## src/rtl/fir_stream_pkg.sv

```systemverilog
// Shared constants, decimator mode enum and a constant-foldable clog2 for the FIR output path.
package fir_stream_pkg;

    // Must track the filter's output width.
    localparam int unsigned SampleWidth = 16;
    localparam int unsigned DefDecim    = 4;
    localparam int unsigned DefDepth    = 8;

    typedef enum logic {
        DEC_PICK = 1'b0,
        DEC_AVG  = 1'b1
    } dec_mode_e;

    function automatic int unsigned clog2(input int unsigned value);
        int unsigned r;
        r = 0;
        while ((64'd1 << r) < 64'(value)) begin
            r = r + 1;
        end
        return r;
    endfunction

endpackage

```

## src/rtl/sync_fifo_fwft.sv

```systemverilog
// First-word-fall-through FIFO; dout shows the head, or the last popped word while empty.
module sync_fifo_fwft
    import fir_stream_pkg::*;
#(
    parameter int unsigned WIDTH = SampleWidth,
    parameter int unsigned DEPTH = DefDepth,
    localparam int unsigned AW   = clog2(DEPTH)
) (
    input  logic             clk,
    input  logic             reset,
    input  logic             clear,
    input  logic             push,
    input  logic             pop,
    input  logic [WIDTH-1:0] din,
    output logic [WIDTH-1:0] dout,
    output logic             full,
    output logic             empty,
    output logic [AW:0]      level
);

    localparam logic [AW:0] PtrOne = (AW + 1)'(1);

    logic [AW:0]      wr_q, wr_d, rd_q, rd_d;
    logic [WIDTH-1:0] last_q, last_d;
    logic [WIDTH-1:0] mem_q [DEPTH];
    logic             push_ok, pop_ok;

    // Extra MSB on each pointer distinguishes full from empty when the indices match.
    assign empty = (wr_q == rd_q);
    assign full  = (wr_q[AW] != rd_q[AW]) && (wr_q[AW-1:0] == rd_q[AW-1:0]);
    assign level = wr_q - rd_q;

    // A pop frees the slot being written, so a full FIFO still accepts a push alongside a pop.
    assign pop_ok  = pop && !empty;
    assign push_ok = push && (!full || pop_ok);

    assign dout = empty ? last_q : mem_q[rd_q[AW-1:0]];

    // Pointer and held-output next state; clear overrides any push/pop.
    always_comb begin
        wr_d   = wr_q;
        rd_d   = rd_q;
        last_d = last_q;
        if (clear) begin
            wr_d   = '0;
            rd_d   = '0;
            last_d = '0;
        end else begin
            if (push_ok) begin
                wr_d = wr_q + PtrOne;
            end
            if (pop_ok) begin
                rd_d   = rd_q + PtrOne;
                last_d = mem_q[rd_q[AW-1:0]];
            end
        end
    end

    // Pointer and held-output registers.
    always_ff @(posedge clk or negedge reset) begin
        if (!reset) begin
            wr_q   <= '0;
            rd_q   <= '0;
            last_q <= '0;
        end else begin
            wr_q   <= wr_d;
            rd_q   <= rd_d;
            last_q <= last_d;
        end
    end

    // Storage array; contents are only observed after being written.
    always_ff @(posedge clk) begin
        if (push_ok && !clear) begin
            mem_q[wr_q[AW-1:0]] <= din;
        end
    end

endmodule

```

## src/rtl/fir_output_decimator.sv

```systemverilog
// Decimates the filter output by pick or boxcar average and queues results in a FWFT FIFO.
module fir_output_decimator
    import fir_stream_pkg::*;
#(
    parameter int unsigned WIDTH = SampleWidth,
    parameter int unsigned DECIM = DefDecim,
    parameter dec_mode_e   MODE  = DEC_PICK,
    parameter int unsigned DEPTH = DefDepth,
    localparam int unsigned PW   = clog2(DECIM),
    localparam int unsigned AW   = clog2(DEPTH)
) (
    input  logic             clk,
    input  logic             reset,
    input  logic             clear,
    input  logic             in_valid,
    input  logic [WIDTH-1:0] in_sample,
    output logic             out_valid,
    input  logic             out_ready,
    output logic [WIDTH-1:0] out_sample,
    output logic [AW:0]      fill_level,
    output logic             overflow,
    output logic [7:0]       drop_count
);

    localparam int unsigned AccW      = WIDTH + PW;
    localparam logic [PW-1:0] LastPh  = PW'(DECIM - 1);
    localparam logic [PW-1:0] PhOne   = PW'(1);

    logic [PW-1:0]          phase_q, phase_d;
    logic signed [AccW-1:0] acc_q, acc_d;
    logic                   overflow_q, overflow_d;
    logic [7:0]             drop_q, drop_d;

    logic signed [AccW-1:0] sample_ext, sum, avg;
    logic                   first_ph, last_ph;
    logic                   push, pop, drop, full, empty;
    logic [WIDTH-1:0]       push_data;

    assign sample_ext = {{PW{in_sample[WIDTH-1]}}, in_sample};
    assign first_ph   = (phase_q == '0);
    assign last_ph    = (phase_q == LastPh);
    // Sum includes the current sample so the group completes on its last phase.
    assign sum        = first_ph ? sample_ext : (acc_q + sample_ext);
    assign avg        = sum >>> PW;

    // Select which accepted sample (or group average) enters the FIFO.
    always_comb begin
        push      = 1'b0;
        push_data = in_sample;
        if (MODE == DEC_AVG) begin
            push      = in_valid && last_ph;
            push_data = avg[WIDTH-1:0];
        end else begin
            push      = in_valid && first_ph;
            push_data = in_sample;
        end
    end

    assign out_valid = !empty;
    assign pop       = !empty && out_ready;
    assign drop      = push && full && !pop;

    // Phase, accumulator and status next state; clear restarts everything.
    always_comb begin
        phase_d    = phase_q;
        acc_d      = acc_q;
        overflow_d = overflow_q;
        drop_d     = drop_q;
        if (clear) begin
            phase_d    = '0;
            acc_d      = '0;
            overflow_d = 1'b0;
            drop_d     = '0;
        end else begin
            if (in_valid) begin
                phase_d = phase_q + PhOne;
                acc_d   = sum;
            end
            if (drop) begin
                overflow_d = 1'b1;
                if (drop_q != 8'hFF) begin
                    drop_d = drop_q + 8'd1;
                end
            end
        end
    end

    // Phase, accumulator and status registers.
    always_ff @(posedge clk or negedge reset) begin
        if (!reset) begin
            phase_q    <= '0;
            acc_q      <= '0;
            overflow_q <= 1'b0;
            drop_q     <= '0;
        end else begin
            phase_q    <= phase_d;
            acc_q      <= acc_d;
            overflow_q <= overflow_d;
            drop_q     <= drop_d;
        end
    end

    assign overflow   = overflow_q;
    assign drop_count = drop_q;

    sync_fifo_fwft #(
        .WIDTH(WIDTH),
        .DEPTH(DEPTH)
    ) u_fifo (
        .clk  (clk),
        .reset(reset),
        .clear(clear),
        .push (push),
        .pop  (pop),
        .din  (push_data),
        .dout (out_sample),
        .full (full),
        .empty(empty),
        .level(fill_level)
    );

endmodule

```

## config.mk

```make
export PLATFORM = sky130hd
export DESIGN_NAME = fir_output_decimator
export DESIGN_NICKNAME = d
export VERILOG_FILES = /design/src/rtl/fir_stream_pkg.sv /design/src/rtl/sync_fifo_fwft.sv /design/src/rtl/fir_output_decimator.sv
export SDC_FILE = /design/constraint.sdc
export NUM_CORES = 1
export LEC_CHECK = 0
export CAP_MARGIN = 15
export CORE_AREA = 2 2 109 111
export DETAILED_ROUTE_END_ITERATION = 6
export DIE_AREA = 0 0 111 113
export PLACE_DENSITY = 0.82
export SLEW_MARGIN = 20
export SYNTH_ARGS = -nofsm -noshare
export SYNTH_HDL_FRONTEND = slang
export SYNTH_SLANG_ARGS = --single-unit
```

## constraint.sdc

```tcl
create_clock -name clk -period 7.15 [get_ports clk]
set_input_delay 2.145 -clock clk [delete_from_list [all_inputs] [get_ports clk]]
set_output_delay 2.145 -clock clk [all_outputs]
set_load 0.02 [all_outputs]
```

==> results by group <==
Floorplan
  • Site Rows: 39
  • Ports: 51
  • Core area: 11270 µm²
  • Chip Height: 113 µm
  • Die width: 111 µm
  • Initial Util: 59.11%
  • Die ar.: 12540 µm²

Hold path
  • Worst min path class: reg2reg
  • Hold_sp: u_fifo.last_q[15]$_DFFE_PN0P_

Place
  • Routability Congestion: 0.7758
  • Placed instance area: 7352 µm²
  • Worst slack at placement: 1731 ps
  • IO buf count: 50
  • HPWL Detailed: 7397 µm

STA
  • Final setup fails: 0
  • Setup_tns: 0 ps
  • Tcrit/Tclk final: 77.92%
  • Slew HR: 36.58%
  • Slew @ Worst Pin: 951.3 ps
  • RSZ-0062 raised after global routing: false
  • Final WS setup: 1579 ps
  • Layout Skew: 15.08 ps
  • FMAX: 0.1795 GHz
  • Fin. max-slew vios: 0
  • Min cycle time layout: 5571 ps
  • Final Hold Fails: 0

Logic synthesis
  • Largest family of logic cells by synthesized area: multiplexers
  • Synth async-reset ratio: 21.47%
  • Ys Warns: 0
  • Synth top area share: 57.69%
  • Compound-Gate Fraction of Synth Area: 5.897%
  • Post-synthesis mux area share: 13.52%
  • Yosys reg bits: 163
  • Synth cell types: 41
  • Area leader, netlist: edfxtp_1
  • Area contributors post-synth: edfxtp_1, dfrtp_1, mux4_2
  • EDFF count, synth: 128
  • Post-Syn Area: 6663 µm²
  • Sequential share of the synthesized area: 70.84%
  • XOR/XNOR Fraction of Synth Area: 1.296%
  • Post-Syn Instances: 385
  • Syn_nets: 414
  • Syn avg cell area: 17.31 µm²
  • Post-Synth Simple-Gate Area: 4.958%
  • Dominant synthesized flop cell: edfxtp_1
  • Synth Area in Adders: 1.615%

Cells and area
  • Most frequent cells in the layout: edfxtp_1, clkdlybuf4s50_1, dfrtp_1
  • Share of post-route cells with drive strength above 1: 18.12%
  • # nets final: 474
  • Layout area overhead: 18.55%
  • Commonest non-fill, non-tap cell in the layout: edfxtp_1
  • Diodes inserted: 0
  • Finished Cell Area: 7899 µm²

Global route
  • Met3 usage: 5.303%
  • Global route hottest layer: met2
  • Largest net degree at the start of global routing: 36
  • Gr ovfl total: 0
  • First-pass GRT wire length: 20470 µm
  • Met1 Resource Use GR: 27.45%
  • Antenna violations before repair: 0
  • GRT Overall Usage: 21.87%
  • Met2 global-route usage: 36.40%
  • Vias in the first global route: 3878

Status
  • Status: complete, no violations

Setup path
  • Setup crit start: u_fifo.rd_q[2]$_DFFE_PN0P_
  • FF-to-FF End: u_fifo.last_q[8]$_DFFE_PN0P_
  • CP max-delay cell: clkdlybuf4s50_1
  • Worst path cell trace: buf_4, inv_1, ha_1, nand3_1, or2_2, nor2_1, a21oi_1, clkdlybuf4s50_1
  • Slowest cell delay on critical path: 650 ps
  • Critical Setup Path Class: reg2out
  • Req. time, crit path: 5010 ps
  • Critical path endpoint: out_sample[4]
  • FF-to-FF setup slack: 3990 ps
  • CP Launch Type: flip-flop
  • Critical R2R Launch: u_fifo.rd_q[2]$_DFFE_PN0P_
  • CP Max Fanout: 35
  • FF-to-FF path depth: 7
  • Crit path capture type: output port
  • CP Data Arrival Time: 3430 ps

Route
  • Iteration count of the initial detailed-routing pass: 5
  • ANT nets after route: 0
  • Initial DRC count: 395
  • DRC: 0
  • Drt total wl: 12820 µm
  • WL per Instance: 21.33 µm
  • Via count: 3737
  • Vias per cell: 6.218

CTS
  • TritonCTS Buffers: 17
  • Root cell of the clock tree: clkbuf_16
  • Clock-pin transition on the worst setup and hold timing paths: 70 ps
  • CTS tree: yes
  • Worst-Skew Late Latency: 420 ps
  • Post-cts gate resize count: 0
  • Post-CTS setup buffer count: 0
  • Sink Count: 163
  • H-tree levels: 4
  • CTS Buffer Depth: 2
  • # hold bufs at CTS: 0

Run
  • Maxcap violations: 0

Power
  • Leakage: 2.812 nW
  • Maximum vdd drop: 159.2 µV
  • Power Total: 2.536 mW
  • Pwr Density: 321.1 nW/µm²
## report_power, final
| group | internal, mW | switching [mW] | leakage [nW] | total, mW |
|---|---|---|---|---|
| clock network | 0.453 | 0.375 | 0.260 | 0.828 |
| registers | 1.06 | 0.0178 | 1.63 | 1.07 |
| logic | 0.282 | 0.352 | 0.919 | 0.634 |
## layer usage
layer  share of wire (%)  wire length (µm)
met4                 3.2               410
met5                   0                 0
met1                  38              4886
met2                  52              6608
met3                 7.1               915
## critical path, delay by kind of cell (launching register included)
kind            cells  cell delay [ps]
simple gates        3              820
buf+inv             3             1240
fa+ha+maj           1              400
compound gates      1              230
flops               1              320
## worst min-delay path by stage
stage	end	depth (start not counted)
2_1_floorplan	u_fifo.last_q[0]$_DFFE_PN0P_	1
3_3_place_gp	u_fifo.last_q[15]$_DFFE_PN0P_	1
3_5_place_dp	u_fifo.last_q[15]$_DFFE_PN0P_	1
4_1_cts	u_fifo.last_q[15]$_DFFE_PN0P_	1
5_1_grt	u_fifo.last_q[5]$_DFFE_PN0P_	1
6_report	u_fifo.last_q[15]$_DFFE_PN0P_	1
## per-stage QoR
| stage | utilization, % | hold WS, ps | instances |
|---|---|---|---|
| finish | 70.07 | 494.2 | 601 |
| global route | 70.07 | 513.9 | 601 |
| CTS | 70.07 | 495.3 | 601 |
| detailed placement | 65.22 | 474.5 | 569 |
| global placement | 65.22 | 471.2 | 569 |
| floorplan | - | 456.8 | 385 |
## Yosys cell counts (2+ instances only)
master and instances:
xnor2_1 5, buf_1 5, edfxtp_1 128, ha_1 7, o2bb2ai_1 16, xor2_1 3, o21ai_0 3, buf_2 7
and3_1 3, or4_1 4, nor2_1 30, nor3_1 2, a21oi_1 26, nand3_1 6, inv_1 10, o31ai_1 4
clkbuf_1 8, a21o_1 2, or2_1 2, mux2i_1 18, mux4_2 32, nand2_1 5, dfrtp_1 35, or3_1 5
nand2b_1 2, o41ai_1 2
## area by class of cell
class                           count  area [µm²]
Tap cell                          143       178.9
Clock inverter                     15       121.4
Fill cell                         680        3373
Inverter                           11       41.29
Timing Repair Buffer               61       583.1
Clock buffer                       17       425.4
Sequential cell                   163        4721
Multi-Input combinational cell    191        1828
## state kept, by name (all words and copies together) (netlist names)
name	count
overflow	1
u_fifo.last_q	16
phase_q	2
u_fifo.rd_q	4
drop_count	8
u_fifo.mem_q	128
u_fifo.wr_q	4
## kinds of logic (layout without fill, tap and decap cells)
| family | Yosys count | after routing |
|---|---|---|
| AOI/OAI and AO/OA | 59 | 59 |
| xor gates and xnor gates | 9 | 9 |
| adders and majority gates | 8 | 8 |
| buffers and inverters | 31 | 104 |
| DFF | 163 | 163 |
| muxes | 50 | 50 |
| and+or+nand+nor | 65 | 65 |
(Power assumes the default switching activity.)
